===== src/rtl/uart_pkg.sv =====
// Shared UART definitions: receiver state encoding and 8N1 frame constants,
// also used by the transmitter and echo logic.
package uart_pkg;

  localparam int DEFAULT_CLKS_PER_BIT = 16;
  localparam int DEFAULT_DATA_BITS    = 8;
  // start + 8 data + stop
  localparam int FRAME_BITS_8N1       = 10;

  typedef enum logic [1:0] {
    IDLE  = 2'd0,
    START = 2'd1,
    DATA  = 2'd2,
    STOP  = 2'd3
  } rx_state_t;

endpackage


===== src/rtl/rxd_sync.sv =====
// Two-flop synchronizer for an asynchronous level input. Both flops reset to 1
// so an idle-high serial line never shows a false start edge out of reset.
module rxd_sync (
  input  logic clk,
  input  logic rst,
  input  logic din,
  output logic dout
);

  logic meta;

  always_ff @(posedge clk) begin
    if (rst) begin
      meta <= 1'b1;
      dout <= 1'b1;
    end else begin
      meta <= din;
      dout <= meta;
    end
  end

endmodule


===== src/rtl/uart_frame_receiver.sv =====
// 8N1 UART receiver: synchronizes rxd, samples each bit at mid-period and
// presents completed bytes on word with a level ready / pulsed ack handshake.
module uart_frame_receiver
  import uart_pkg::*;
#(
  parameter int CLKS_PER_BIT = DEFAULT_CLKS_PER_BIT,
  parameter int DATA_BITS    = DEFAULT_DATA_BITS
) (
  input  logic                 clk,
  input  logic                 rst,
  input  logic                 rxd,
  input  logic                 rd_ack,
  output logic [DATA_BITS-1:0] word,
  output logic                 recieve_ready,
  output logic                 busy,
  output logic                 frame_err,
  output logic                 overrun,
  output rx_state_t            state
);

  localparam int CW = $clog2(CLKS_PER_BIT);
  localparam int IW = (DATA_BITS > 1) ? $clog2(DATA_BITS) : 1;
  localparam logic [CW-1:0] HALF_LAST = CW'(CLKS_PER_BIT / 2 - 1);
  localparam logic [CW-1:0] FULL_LAST = CW'(CLKS_PER_BIT - 1);
  localparam logic [IW-1:0] LAST_IDX  = IW'(DATA_BITS - 1);

  logic                 rxs;
  logic [CW-1:0]        cnt;
  logic [IW-1:0]        idx;
  logic [DATA_BITS-1:0] shreg;
  logic                 load_pend;
  logic                 stop_hold;

  rxd_sync u_rxd_sync (
    .clk  (clk),
    .rst  (rst),
    .din  (rxd),
    .dout (rxs)
  );

  // Handshake: word is valid while recieve_ready is high; the consumer pulses
  // rd_ack for one cycle to take it, and ready drops on the following edge.
  // A byte completing while ready is still high (and no ack) sets overrun.
  always_ff @(posedge clk) begin
    if (rst) begin
      state         <= IDLE;
      cnt           <= '0;
      idx           <= '0;
      shreg         <= '0;
      load_pend     <= 1'b0;
      stop_hold     <= 1'b0;
      frame_err     <= 1'b0;
      busy          <= 1'b0;
      word          <= '0;
      recieve_ready <= 1'b0;
      overrun       <= 1'b0;
    end else begin
      load_pend <= 1'b0;
      frame_err <= 1'b0;
      busy      <= (state != IDLE);

      case (state)
        IDLE: begin
          cnt <= '0;
          if (!rxs) state <= START;
        end
        START: begin
          if (cnt == HALF_LAST) begin
            cnt   <= '0;
            idx   <= '0;
            state <= rxs ? IDLE : DATA;
          end else begin
            cnt <= cnt + 1'b1;
          end
        end
        DATA: begin
          if (cnt == FULL_LAST) begin
            cnt        <= '0;
            shreg[idx] <= rxs;
            if (idx == LAST_IDX) state <= STOP;
            else idx <= idx + 1'b1;
          end else begin
            cnt <= cnt + 1'b1;
          end
        end
        STOP: begin
          // After a bad stop bit, wait out a break before re-arming.
          if (stop_hold) begin
            if (rxs) begin
              stop_hold <= 1'b0;
              state     <= IDLE;
            end
          end else if (cnt == FULL_LAST) begin
            cnt <= '0;
            if (rxs) begin
              load_pend <= 1'b1;
              state     <= IDLE;
            end else begin
              frame_err <= 1'b1;
              stop_hold <= 1'b1;
            end
          end else begin
            cnt <= cnt + 1'b1;
          end
        end
        default: state <= IDLE;
      endcase

      if (load_pend) begin
        word          <= shreg;
        recieve_ready <= 1'b1;
        if (recieve_ready && !rd_ack) overrun <= 1'b1;
        else if (rd_ack)              overrun <= 1'b0;
      end else if (rd_ack) begin
        recieve_ready <= 1'b0;
        overrun       <= 1'b0;
      end
    end
  end

endmodule


===== config.mk =====
export PLATFORM = sky130hd
export DESIGN_NAME = uart_frame_receiver
export DESIGN_NICKNAME = d
export VERILOG_FILES = /design/src/rtl/uart_pkg.sv /design/src/rtl/rxd_sync.sv /design/src/rtl/uart_frame_receiver.sv
export SDC_FILE = /design/constraint.sdc
export NUM_CORES = 1
export LEC_CHECK = 0
export BUFFER_PORTS_ARGS = -buffer_cell sky130_fd_sc_hd__buf_2
export CELL_PAD_IN_SITES_DETAIL_PLACEMENT = 1
export CELL_PAD_IN_SITES_GLOBAL_PLACEMENT = 2
export CORE_MARGIN = 2
export CORE_UTILIZATION = 37
export DETAILED_ROUTE_END_ITERATION = 8
export PLACE_DENSITY_LB_ADDON = 0.08
export SLEW_MARGIN = 20
export SYNTH_ARGS = -nofsm -noshare
export SYNTH_HDL_FRONTEND = slang
export SYNTH_HIERARCHICAL = 1
export SYNTH_SLANG_ARGS = --single-unit

===== constraint.sdc =====
create_clock -name clk -period 3.7 [get_ports clk]
set_input_delay 0.555 -clock clk [delete_from_list [all_inputs] [get_ports clk]]
set_output_delay 0.555 -clock clk [all_outputs]
set_load 0.005 [all_outputs]

==> results_dict.tcl <==
set metrics [dict create \
    core_area_sq_um 3943 \
    crit_fanout 24 \
    htreeDepth 2 \
    dr_wl_met3_um 111 \
    ys_async_sr_fraction_pct 0 \
    synth_seq_cells 33 \
    die_y_um 67.41 \
    ys_seq_area_share_pct 44.41 \
    finalSetupViolations 0 \
    max_freq_mhz 529.2 \
    area_growth_pct 12.03 \
    cp-start-kind "flop" \
    worst_path_max_delay_cell "dfxtp_1" \
    outcome "finished, final reports clean" \
    clkTransAtPathRegs_ns 0.07 \
    routedWlPerCell_um 15.00 \
    hold_violations 0 \
    antenna_cells 0 \
    critPathTopFamily "flip-flops" \
    dr.pass1.iters 4 \
    ios 18 \
    grt_remaining_overflow 0 \
    critPathKind "reg -> out" \
    max-slew-margin-rel_pct 49.61 \
    cts-buffers-inserted 5 \
    path_cells "buf_2" \
    cts-root-buf "clkbuf_8" \
    fin_setup_tns_ns 0 \
    clk_path_buf_depth 2 \
    tritoncts "built" \
    syn_area_per_cell_sq_um 9.240 \
    vias_per_cell 5.252 \
    top_layer "met4" \
    clock_latency_ns 0.28 \
    portBuffers 17 \
    die_area_sq_um 4544 \
    synth_cell_types 38 \
    wl_um 3391 \
    powerDensity_nw_per_um2 382.0 \
    worst-path-buf-inv 1 \
    layout_common_cells "dfxtp_1 (33), nor2_1 (28), mux2i_1 (17), buf_2 (17), a21oi_1 (13)" \
    maxCapViolCount 0 \
    ys_warn_count 6 \
    ir_worst_vdd_uv 260.9 \
    synth_edf_count 0 \
    final_util_pct 42.27 \
    syn_area_sq_um 1488 \
    fin_crit_ns 1.890 \
    initial_core_util_pct 37.73 \
    rsz0062_at_grt "false" \
    hold_buffers 0 \
    drc_errors 0 \
    place_hpwl_um 2371 \
    grt_max_degree 33 \
    grt_pass1_wl_um 5796 \
    antenna_left 0 \
    drv_slew 0 \
    synthTopCellsByArea "dfxtp_1 (44%), mux2i_1 (11%), nor2_1 (7.1%), a21oi_1 (4.4%), ha_1 (2.5%)" \
    synthCells 161 \
    vias 1187 \
    slowest_delay_ns 0.81 \
    dr.first_iter.drc_count 53 \
    crit_required_ns 3.14 \
    final_nets 182 \
    fin_skew_ns 0.007215 \
    p_leak_nw 0.6747 \
    postCtsSetupBuffers 0 \
    synthDominantCellAreaShare_pct 44.41 \
    power.total_w 0.0006367 \
    synth_ff_type "dfxtp_1" \
    rows 23 \
    hold_path.startpoint "u_rxd_sync/meta" \
    min_period_over_period_pct 51.07 \
    met2_length_um 1602 \
    layout_commonest_cell "dfxtp_1" \
    yosysTopAreaCell "dfxtp_1" \
    hold_class "reg -> reg" \
    cts_resized 0 \
    critPathCaptureType "output pin" \
    post_route_cells_drive_above_1_share_pct 19.89 \
    grt_usage_pct 17.17 \
    cts.sinks 33 \
    antenna_found_initial 0 \
    routabilityCongestion 0.7726 \
    worstPathArrival_ns 1.33 \
    wl_met1_um 1633 \
    worst_slew_pin_slew_ns 0.7548 \
    syn_nets 168 \
    grt_pass1_vias 1235 \
    die_x_um 67.41 \
]
==> power by group <==
group          total (W)  switching, W  internal (W)  leakage [nW]
sequential      0.000362    0.00000476      0.000357         0.266
combinational  0.0000161     0.0000103    0.00000583         0.363
clock           0.000258      0.000128      0.000130        0.0450
total           0.000637      0.000143      0.000494         0.675
==> cell families after synthesis <==
kind of cell / count (synthesis) / share of synthesized area, %
fa+ha+maj: 3 / 2.523
simple gates: 63 / 24.48
mux: 17 / 11.44
flops: 33 / 44.41
compound gates: 30 / 12.45
buf+inv: 15 / 4.709
==> sequential cells by signal, summed over array words and instances, names as in the netlist, 3 cells and up, named ones only <==
signal and flops:
cnt 4, word 8, idx 3, shreg 8
==> cell type report <==
| type | instances | area, sq um |
|---|---|---|
| Clock buffer | 6 | 72.57 |
| Sequential cell | 33 | 660.6 |
| Clock inverter | 2 | 10.01 |
| Tap cell | 50 | 62.56 |
| Fill cell | 476 | 2276 |
| Multi-Input combinational cell | 113 | 757.0 |
| Timing Repair Buffer | 17 | 85.08 |
| Inverter | 5 | 18.77 |
==> synthesized netlist by cell type (all sizes together) (2+ instances only) <==
cell type / instances
dfxtp: 33
nor2: 28
mux2i: 17
a21oi: 13
o21ai: 10
buf: 6
nand3: 6
inv: 5
nand2: 5
clkbuf: 4
nor3: 4
and3: 3
ha: 3
or2: 3
a2111oi: 2
nand4b: 2
nor4: 2
or3: 2
or4: 2
==> per-layer routing <==
layer / global-route usage [%] / vias up
li1: - / 594
met1: 21.66 / 573
met2: 28.59 / 16
met3: 4.500 / 4
met4: 5.357 / 0
met5: 0 / -
==> metrics by stage <==
stage	hold WS (ns)	worst slack [ns]	instances	area (sq um)
2_1_floorplan	0.3854	2.205	161	1488
5_1_grt	0.4582	1.703	226	1667
6_report	0.4195	1.810	226	1667
3_3_place_gp	0.3991	1.959	218	1584
4_1_cts	0.4211	1.816	226	1667
3_5_place_dp	0.3966	1.887	218	1584
==> worst paths after layout <==
| kind | slack, ns | to | cells after the start |
|---|---|---|---|
| hold reg to reg | 0.42 | u_rxd_sync/dout | 1 |
| hold / removal | 0.42 | u_rxd_sync/dout | 1 |
| setup / recovery | 1.81 | state[1] | 1 |
| setup reg to reg | 1.86 | cnt[0] | 4 |
No activity file was read; power rests on OpenSTA's default activity.
